==> config.mk <==
export PLATFORM = sky130hd
export DESIGN_NAME = uart_rx_param
export DESIGN_NICKNAME = d
export VERILOG_FILES = /design/src/rtl/uart_pkg.sv /design/src/rtl/uart_tick_gen.sv /design/src/rtl/uart_rx_param.sv
export SDC_FILE = /design/constraint.sdc
export NUM_CORES = 1
export LEC_CHECK = 0
export CORE_MARGIN = 1.5
export CORE_UTILIZATION = 48
export CTS_CLUSTER_DIAMETER = 60
export DETAILED_ROUTE_END_ITERATION = 16
export GPL_TIMING_DRIVEN = 0
export PLACE_DENSITY = 0.7
export SLEW_MARGIN = 20
export SYNTH_ARGS = -nofsm -noshare
export SYNTH_HDL_FRONTEND = slang
export SYNTH_SLANG_ARGS = --single-unit
==> constraint.sdc <==
create_clock -name clk -period 1.8 [get_ports clk]
set_clock_uncertainty 0.05 [all_clocks]
set_input_delay 0.36 -clock clk [delete_from_list [all_inputs] [get_ports clk]]
set_output_delay 0.36 -clock clk [all_outputs]
set_load 0.005 [all_outputs]
==> src/rtl/uart_pkg.sv <==
// Shared definitions for the parametrised UART blocks: parity modes, receiver
// state encoding and the oversampling divider calculation.
package uart_pkg;

  localparam int unsigned PARITY_NONE = 0;
  localparam int unsigned PARITY_ODD  = 1;
  localparam int unsigned PARITY_EVEN = 2;

  localparam logic [2:0] ST_ESPERAR   = 3'd0;
  localparam logic [2:0] ST_INICIO    = 3'd1;
  localparam logic [2:0] ST_DATOS     = 3'd2;
  localparam logic [2:0] ST_PARIDAD   = 3'd3;
  localparam logic [2:0] ST_PARADA    = 3'd4;
  localparam logic [2:0] ST_RECUPERAR = 3'd5;

  // System clocks per oversampling tick, never below 1.
  function automatic int unsigned calc_div(input int unsigned clk_freq,
                                           input int unsigned baud,
                                           input int unsigned os);
    int unsigned d;
    d = clk_freq / (baud * os);
    if (d == 0) d = 1;
    return d;
  endfunction

endpackage

==> src/rtl/uart_tick_gen.sv <==
// Oversampling tick generator: one-clock tick every DIV clocks while enabled,
// counter parked at 0 and tick suppressed while disabled.
module uart_tick_gen #(
  parameter int unsigned DIV = 1
) (
  input  logic clk,
  input  logic rstN,
  input  logic enable,
  output logic tick
);

  localparam int unsigned CW = (DIV > 1) ? $clog2(DIV) : 1;

  logic [CW-1:0] cnt;
  logic          wrap_c;

  assign wrap_c = (cnt == CW'(DIV - 1));

  // Divider counter and registered tick.
  always_ff @(posedge clk) begin
    if (!rstN) begin
      cnt  <= '0;
      tick <= 1'b0;
    end else if (!enable) begin
      cnt  <= '0;
      tick <= 1'b0;
    end else begin
      tick <= wrap_c;
      cnt  <= wrap_c ? '0 : cnt + CW'(1);
    end
  end

endmodule

==> src/rtl/uart_rx_param.sv <==
// Parametrised UART receiver: oversampled start-bit validation, 5..9 data
// bits LSB first, optional parity, 1 or 2 stop bits, valid/ready output with
// parity, framing and overrun reporting.
module uart_rx_param
  import uart_pkg::*;
#(
  parameter int unsigned CLK_FREQ   = 50_000_000,
  parameter int unsigned BAUD       = 115200,
  parameter int unsigned OVERSAMPLE = 16,
  parameter int unsigned DATA_BITS  = 8,
  parameter int unsigned PARITY     = 0,
  parameter int unsigned STOP_BITS  = 1
) (
  input  logic                 clk,
  input  logic                 rstN,
  input  logic                 rx,
  output logic [DATA_BITS-1:0] dato,
  output logic                 hecho,
  input  logic                 listo,
  output logic                 errParidad,
  output logic                 errTrama,
  output logic                 desborde
);

  localparam int unsigned DIV     = calc_div(CLK_FREQ, BAUD, OVERSAMPLE);
  localparam int unsigned SW      = $clog2(OVERSAMPLE);
  localparam int unsigned BW      = 4;
  localparam logic        PAR_ODD = 1'(PARITY == PARITY_ODD);

  logic                 rx_meta, rx_s;
  logic [2:0]           state, state_nxt;
  logic [SW-1:0]        samp, samp_nxt;
  logic [BW-1:0]        bits, bits_nxt;
  logic [DATA_BITS-1:0] shreg, shreg_nxt;
  logic                 perr, perr_nxt;
  logic                 ferr, ferr_nxt;
  logic                 tick, tick_en;
  logic                 mid_c, done_c;

  // Two-flop synchroniser on the asynchronous line, idle high.
  always_ff @(posedge clk) begin
    if (!rstN) begin
      rx_meta <= 1'b1;
      rx_s    <= 1'b1;
    end else begin
      rx_meta <= rx;
      rx_s    <= rx_meta;
    end
  end

  assign tick_en = (state != ST_ESPERAR);

  uart_tick_gen #(.DIV(DIV)) u_tick (
    .clk    (clk),
    .rstN   (rstN),
    .enable (tick_en),
    .tick   (tick)
  );

  assign mid_c = tick && (samp == SW'(OVERSAMPLE - 1));

  // State and datapath registers.
  always_ff @(posedge clk) begin
    if (!rstN) begin
      state <= ST_ESPERAR;
      samp  <= '0;
      bits  <= '0;
      shreg <= '0;
      perr  <= 1'b0;
      ferr  <= 1'b0;
    end else begin
      state <= state_nxt;
      samp  <= samp_nxt;
      bits  <= bits_nxt;
      shreg <= shreg_nxt;
      perr  <= perr_nxt;
      ferr  <= ferr_nxt;
    end
  end

  // Next-state, sampling and frame-completion decode.
  always_comb begin
    state_nxt = state;
    samp_nxt  = samp;
    bits_nxt  = bits;
    shreg_nxt = shreg;
    perr_nxt  = perr;
    ferr_nxt  = ferr;
    done_c    = 1'b0;
    case (state)
      ST_ESPERAR: begin
        if (!rx_s) begin
          state_nxt = ST_INICIO;
          samp_nxt  = '0;
        end
      end
      ST_INICIO: begin
        if (tick) begin
          if (samp == SW'(OVERSAMPLE / 2 - 1)) begin
            samp_nxt = '0;
            if (rx_s) begin
              state_nxt = ST_ESPERAR;
            end else begin
              state_nxt = ST_DATOS;
              bits_nxt  = '0;
              perr_nxt  = 1'b0;
              ferr_nxt  = 1'b0;
            end
          end else begin
            samp_nxt = samp + SW'(1);
          end
        end
      end
      ST_DATOS: begin
        if (tick) samp_nxt = mid_c ? '0 : samp + SW'(1);
        if (mid_c) begin
          shreg_nxt = {rx_s, shreg[DATA_BITS-1:1]};
          if (bits == BW'(DATA_BITS - 1)) begin
            bits_nxt  = '0;
            state_nxt = (PARITY != PARITY_NONE) ? ST_PARIDAD : ST_PARADA;
          end else begin
            bits_nxt = bits + BW'(1);
          end
        end
      end
      ST_PARIDAD: begin
        if (tick) samp_nxt = mid_c ? '0 : samp + SW'(1);
        if (mid_c) begin
          perr_nxt  = (^shreg) ^ rx_s ^ PAR_ODD;
          bits_nxt  = '0;
          state_nxt = ST_PARADA;
        end
      end
      ST_PARADA: begin
        if (tick) samp_nxt = mid_c ? '0 : samp + SW'(1);
        if (mid_c) begin
          if (!rx_s) ferr_nxt = 1'b1;
          if (bits == BW'(STOP_BITS - 1)) begin
            done_c    = 1'b1;
            bits_nxt  = '0;
            state_nxt = rx_s ? ST_ESPERAR : ST_RECUPERAR;
          end else begin
            bits_nxt = bits + BW'(1);
          end
        end
      end
      ST_RECUPERAR: begin
        if (rx_s) state_nxt = ST_ESPERAR;
      end
      default: state_nxt = ST_ESPERAR;
    endcase
  end

  // Output word, flags and handshake; a completion while unread is dropped.
  always_ff @(posedge clk) begin
    if (!rstN) begin
      dato       <= '0;
      hecho      <= 1'b0;
      errParidad <= 1'b0;
      errTrama   <= 1'b0;
      desborde   <= 1'b0;
    end else begin
      desborde <= 1'b0;
      if (done_c) begin
        if (!hecho || listo) begin
          dato       <= shreg;
          errParidad <= perr;
          errTrama   <= ferr_nxt;
          hecho      <= 1'b1;
        end else begin
          desborde <= 1'b1;
        end
      end else if (hecho && listo) begin
        hecho <= 1'b0;
      end
    end
  end

endmodule

==> results of run 1 <==
==> cell families after synthesis <==
group | synth area share (%)
AND/OR/NAND/NOR | 24.39
AO/OA/AOI/OAI | 16.22
flip-flops | 40.92
buffers and inverters | 4.554
multiplexers | 5.989
XOR/XNOR | 4.804
adder cells (fa/ha/maj) | 3.119
==> Yosys cell counts, types with 5 or more instances <==
cell type  instances  area (µm²)
nor3_1             6       30.03
nand3_1           11       55.05
mux2i_1           12       120.1
ha_1               5       62.56
o21ai_0           16       80.08
dfxtp_1           41       820.8
nor2_1            23       86.33
a21oi_1           20       100.1
xnor2_1            8       70.07
nand2_1           17       63.81
clkbuf_1           5       18.77
==> critical path, stage by stage (launching register included) <==
cell and delay [ns]:
dfxtp_2 0.34, inv_2 0.07, ha_4 0.12, or3b_4 0.41
nor4_4 0.32, buf_6 0.19, mux2i_1 0.19, nor2_1 0.05
==> cell type report <==
type,count,share of cell area (%)
plain buffers,11,3.041
repair buffers,24,8.873
clock buffers,6,3.290
well taps,50,2.493
inverters,5,0.7478
clock inverters,2,1.496
multi-input cells,168,46.76
flip-flops and latches,41,33.30
==> sequential cells by signal (all words and copies together) (netlist names), 3 cells and up <==
signal	count
dato	8
bits	4
state	3
u_tick.cnt	5
shreg	8
samp	4
==> worst paths after layout <==
kind / end / slack, ns / startpoint
worst max-delay path: dato[2] / -0.06 / bits[1]
worst min-delay path: rx_s / 0.36 / rx_meta
worst max register to register: dato[2] / -0.06 / bits[1]
worst min register to register: rx_s / 0.36 / rx_meta
==> report_power, final <==
group	switching (mW)	total [mW]	internal, mW
registers	0.00392	0.911	0.907
clock network	0.332	0.783	0.451
logic	0.0428	0.0715	0.0287
==> per-stage QoR <==
| stage | hold slack, ns | utilization, % | instances | setup slack, ns | total power, mW |
|---|---|---|---|---|---|
| after global routing | 0.3778 | 62.75 | 307 | -0.1813 | 1.809 |
| after CTS | 0.3629 | 60.56 | 305 | -0.04557 | 1.772 |
| after global placement | 0.3375 | 55.65 | 291 | -0.1222 | 0.9955 |
| after detailed placement | 0.3448 | 55.65 | 291 | -0.1295 | 0.9960 |
| after floorplan | 0.3363 | - | 227 | 0.002816 | 0.9777 |
| final | 0.3622 | 62.75 | 307 | -0.06355 | 1.765 |
==> placed cells by master, fill, tap and decap left out, drive strengths merged, types with 2 or more instances in the layout <==
cell type and instances:
nor3b 3, a31oi 2, clkbuf 9, a211oi 2, nor2 24, nand2 17
o21a 3, nor3 7, buf 18, xnor2 8, mux2i 12, nor2b 3
dfxtp 41, nor4 2, nand4 3, or3b 3, clkdlybuf4s50 14, ha 5
nand3 11, nand2b 4, inv 5, and3 2, xor2 3, a21oi 20
o21ai 17
==> timing repair <==
| action | 4_1_cts | 5_1_grt |
|---|---|---|
| endpoints found under the hold margin | 0 | 0 |
| pin swaps | 2 | 3 |
| setup endpoints to repair | 24 | 26 |
| setup buffers | 5 | 4 |
| cloned | 1 | 0 |
| gates resized for setup | 13 | 25 |
==> metal layers <==
| metal | GRT usage (%) | vias to the layer above | wire length (µm) |
|---|---|---|---|
| li1 | - | 857 | - |
| met1 | 27.50 | 793 | 2041 |
| met2 | 31.50 | 41 | 1986 |
| met3 | 4.500 | 6 | 208 |
| met4 | 6.122 | 0 | 51 |
| met5 | 0 | - | 0 |
==> results.txt, run 1 <==
Routed WL - 4.287 mm
Worst-path clk slew - 0.08 ns
# H-tree levels - 2
Final Hold Fails - 0
failing checks - negative setup slack
CTS tree - built
Syn Area/Cell - 8.836 µm²
Hold Buf Count CTS - 0
VDD IR max - 0.5133 mV
Clock Latency Late Sink - 0.30 ns
Crit path required time - 1.93 ns
critical path launch point type - flip-flop
row count - 23
vias in the first global route - 1,490
crit path kind - reg2reg
fin crit share - 103.5%
area occupied by multi-input gates - 0.001174 mm²
top_reg_cell synth - dfxtp_1
actual slew at the worst max-slew pin - 0.5137 ns
WL per Instance - 13.96 µm
share of layout cells above drive strength 1 - 21.40%
Max-slew headroom - 65.75%
worst hold stages - 1
post-route setup slack - -0.06355 ns
Leakage - 0.8460 nW
Warnings, synthesis - 0
power density over the cells - 703.3 mW/mm²
dpl cell area - 0.002226 mm²
GP Congestion - 0.8477
Max-Cap Viols - 0
DRT Pass-1 Iters - 4
Max Fclk - 536.6 MHz
initial antenna violation count - 0
Final TNS setup - -0.4849 ns
starting density of the core - 50.14%
GRT overflow - 0
crit path time final - 1.864 ns
Core Area - 0.004000 mm²
Die ar. - 0.004575 mm²
Post-Syn Nets - 236
largest net degree at the start of global routing - 14
Worst Path Max Fanout - 5
cell area after synthesis - 0.002006 mm²
die height - 67.64 µm
Area Growth Syn to Fin - 25.14%
CTS sink cnt - 41
number of diodes - 0
total CTS buffers - 5
endpoints failing setup - 10
post-synthesis sequential area ratio - 40.92%
residual DRC count - 0
antenna-violating nets left - 0
Post-synth EDFFs - 0
Worst setup EP type - flip-flop
GR Util All Layers - 20.11%
R2R depth - 7
NumNets Final - 265
FF/Latch Area - 835.8 µm²
PortBufs - 14
Final Cell Area - 0.002510 mm²
Root Driver - clkbuf_8
Slew Viols, Final - 0
global-route wire length before repair - 6.886 mm
initial DRC count - 137
post-synthesis cell type count - 53
Async S/R FF share, synth - 0%
status - finished, violations left
RSZ-0062 raised after global routing - true
#FFs+latches synth - 41
Die Width - 67.64 µm
Clock Path Buffers - 2
DP Wirelength - 2.744 mm
Vias - 1,697
Hold Path Class - reg2reg
Vias/cell - 5.528
Cells after Synth - 227
# IOs - 16
fillers - 350
WP data arrival - 1.99 ns
Power figures use the tool's default switching activity.
==> run 2, diff against run 1 <==
--- a/config.mk
+++ b/config.mk
@@ -16,2 +16,3 @@
 export SYNTH_HDL_FRONTEND = slang
 export SYNTH_SLANG_ARGS = --single-unit
+export TNS_END_PERCENT = 20
==> constraint.sdc (replaced) <==
create_clock -name clk -period 1.8 [get_ports clk]
set_clock_uncertainty 0.05 [all_clocks]
set_input_delay 0.36 -clock clk [delete_from_list [all_inputs] [get_ports clk]]
set_output_delay 0.36 -clock clk [all_outputs]
set_load 0.01 [all_outputs]
==> run 2 against run 1 <==
Compared with the run above: the run still ends with negative setup slack left; register-to-register slack hardly changed; sequential cell count stayed put; non-clock buffer count is 4 lower; fmax hardly changed; sequential power hardly changed; die area stayed put; largest cell class unchanged; highest routed layer unchanged.
==> results.txt, run 2 (synthesis gave the netlist of run 1 again) <==
Max-Cap Viols - 0 (unchanged)
Vias - 1,639 (-3.4%)
Worst setup EP type - flip-flop
Core Area - 0.004000 mm² (unchanged)
crit path buf inv count - 2 (unchanged)
R2R setup slack - -0.06 ns (about the same)
residual DRC count - 0 (unchanged)
Top Family by Delay on Critical Path - simple AND/OR/NAND/NOR gates
Worst Path Max Fanout - 5 (unchanged)
DP Cell Count - 291 (unchanged)
Worst-path clk slew - 0.08 ns (about the same)
Crit path required time - 1.93 ns (about the same)
Hold Path Class - reg2reg
post-route setup slack - -0.06257 ns (+0.0009750 ns)
Critical Path Max Stage Delay - 0.41 ns (about the same)
power density over the cells - 725.2 mW/mm² (+3.1%)
VDD IR max - 0.5134 mV (about the same)
dpl cell area - 0.002226 mm² (unchanged)
cell-internal power - 1.382 mW (-0.35%)
number of diodes - 0 (unchanged)
share of layout cells above drive strength 1 - 18.58% (-2.8 points)
Final Cell Area - 0.002426 mm² (-3.3%)
critical path cell sequence - inv_2, ha_4, or3b_4, nor4_4, buf_6, mux2i_1, nor2_1
most frequent cells in the layout - dfxtp_1 (36), nor2_1 (21), a21oi_1 (20), nand2_1 (17), o21ai_0 (15)
Max-slew headroom - 64.53% (-1.2 points)
endpoints failing setup - 10 (unchanged)
die height - 67.64 µm (unchanged)
initial antenna violation count - 0 (unchanged)
CP Depth - 7 (unchanged)
failing checks - negative setup slack
Slew Viols, Final - 0 (unchanged)
top flop regs - dato x8, shreg x8, u_tick.cnt x5
global-route wire length before repair - 6.900 mm (+0.20%)
total CTS buffers - 5 (unchanged)
R2R depth - 7 (unchanged)
Die Width - 67.64 µm (unchanged)
DRT Pass-1 Iters - 4 (unchanged)
DP Wirelength - 2.744 mm (unchanged)
sw frac - 21.45% (about the same)
# IOs - 16 (unchanged)
CTS tree - built
crit path time final - 1.863 ns (-0.0009750 ns)
Logic pwr share - 3.6% (-0.4 points)
GP Congestion - 0.8477 (unchanged)
RR Startpoint - bits[1]
status - finished, violations left
CTS sink cnt - 41 (unchanged)
WP data arrival - 1.99 ns (about the same)
fin crit share - 103.5% (about the same)
actual slew at the worst max-slew pin - 0.5320 ns (+0.01834 ns)
commonest non-fill, non-tap cell in the layout - dfxtp_1
critical path launch point type - flip-flop
crit path kind - reg2reg
Area Growth Syn to Fin - 20.96%
CP max-delay cell - or3b_4
Vias/cell - 5.409 (-2.1%)
worst hold stages - 1 (unchanged)
Max Fclk - 536.9 MHz (about the same)
starting density of the core - 50.14% (unchanged)
Root Driver - clkbuf_8
Leakage - 0.8130 nW (-3.9%)
part of the power in registers - 51.8% (+0.2 points)
GRT overflow - 0 (unchanged)
largest net degree at the start of global routing - 14 (unchanged)
R2R Path End - dato[2]
Hold EP - rx_s
Die ar. - 0.004575 mm² (unchanged)
Routed WL - 4.115 mm (-4.0%)
PortBufs - 14 (unchanged)
initial DRC count - 104 (-24%)
vias in the first global route - 1,495 (+0.34%)
Hold Buf Count CTS - 0 (unchanged)
switching pwr - 0.3773 mW (-0.33%)
NumNets Final - 261 (-1.5%)
# H-tree levels - 2 (unchanged)
clock share of power - 44.6% (+0.3 points)
Hold Crit Start - rx_meta
WL per Instance - 13.58 µm (-2.7%)
GR Util All Layers - 20.10% (about the same)
Final Hold Fails - 0 (unchanged)
row count - 23 (unchanged)
antenna-violating nets left - 0 (unchanged)
Cell Count, Final, Fillers Out - 303 (-1.3%)
Clock Path Buffers - 2 (unchanged)
Clock Latency Late Sink - 0.30 ns (about the same)
RSZ-0062 raised after global routing - true
-- run 2: cell types whose count changed in the layout (fill, tap and decap cells not counted), sizes merged --
| cell | before | now |
|---|---|---|
| clkbuf | 9 | 10 |
| buf | 18 | 13 |
-- run 2: worst register-to-register path, cell delays in order, from the launching register on --
cell and delay [ns]:
dfxtp_2 0.34, inv_2 0.07, ha_4 0.12, or3b_4 0.41, nor4_4 0.33, buf_6 0.19, mux2i_1 0.19, nor2_1 0.05
-- run 2: power by group through the flow --
| stage | Combinational [mW] | Sequential [mW] | Clock, mW |
|---|---|---|---|
| after floorplan | 0.0435 | 0.934 | 0 |
| after global placement | 0.0611 | 0.934 | 0 |
| after detailed placement | 0.0614 | 0.935 | 0 |
| after CTS | 0.0626 | 0.912 | 0.796 |
| after global routing | 0.0695 | 0.911 | 0.820 |
| final | 0.0641 | 0.911 | 0.784 |
-- run 2: timing repair --
item	4_1_cts	5_1_grt
endpoints found under the hold margin	0	0
pin swaps	2	1
resized for setup	10	11
setup endpoints to repair	24	26
gates cloned	1	0
buffers inserted	4	1
-- run 2: how the worst max path moves through the flow --
stage                         from        to  slack, ns
final                      bits[1]   dato[2]      -0.06
after global routing       bits[0]   dato[6]      -0.18
after CTS                 state[1]   samp[3]      -0.05
after detailed placement   bits[1]   dato[2]      -0.13
after global placement     bits[1]  state[0]      -0.12
after floorplan            bits[1]   dato[1]      0.003
-- run 2: final cells by class --
class | instances | area, µm²
Buffer | 11 | 63.81
Tap cell | 50 | 62.56
Fill cell | 356 | 1574
Clock inverter | 2 | 37.54
Sequential cell | 41 | 832.0
Clock buffer | 6 | 82.58
Multi-Input combinational cell | 168 | 1136
Timing Repair Buffer | 20 | 192.7
Inverter | 5 | 18.77
-- run 2: per-stage QoR --
step / power, mW / setup slack (ns) / TNS, ns / hold slack, ns / utilization [%]
2_1_floorplan: 0.9777 / 0.002816 / 0 / 0.3363 / -
3_3_place_gp: 0.9955 / -0.1222 / -1.702 / 0.3375 / 55.65
3_5_place_dp: 0.9960 / -0.1295 / -2.202 / 0.3448 / 55.65
4_1_cts: 1.770 / -0.04696 / -0.3467 / 0.3629 / 60.21
5_1_grt: 1.800 / -0.1813 / -1.953 / 0.3778 / 60.65
6_report: 1.759 / -0.06257 / -0.5169 / 0.3621 / 60.65
-- run 2: metal layers --
layer	GRT usage, %	up-vias	routed length [µm]
li1	-	847	-
met1	27.37	754	2045
met2	31.37	32	1830
met3	4.500	6	187
met4	6.633	0	51
met5	0	-	0
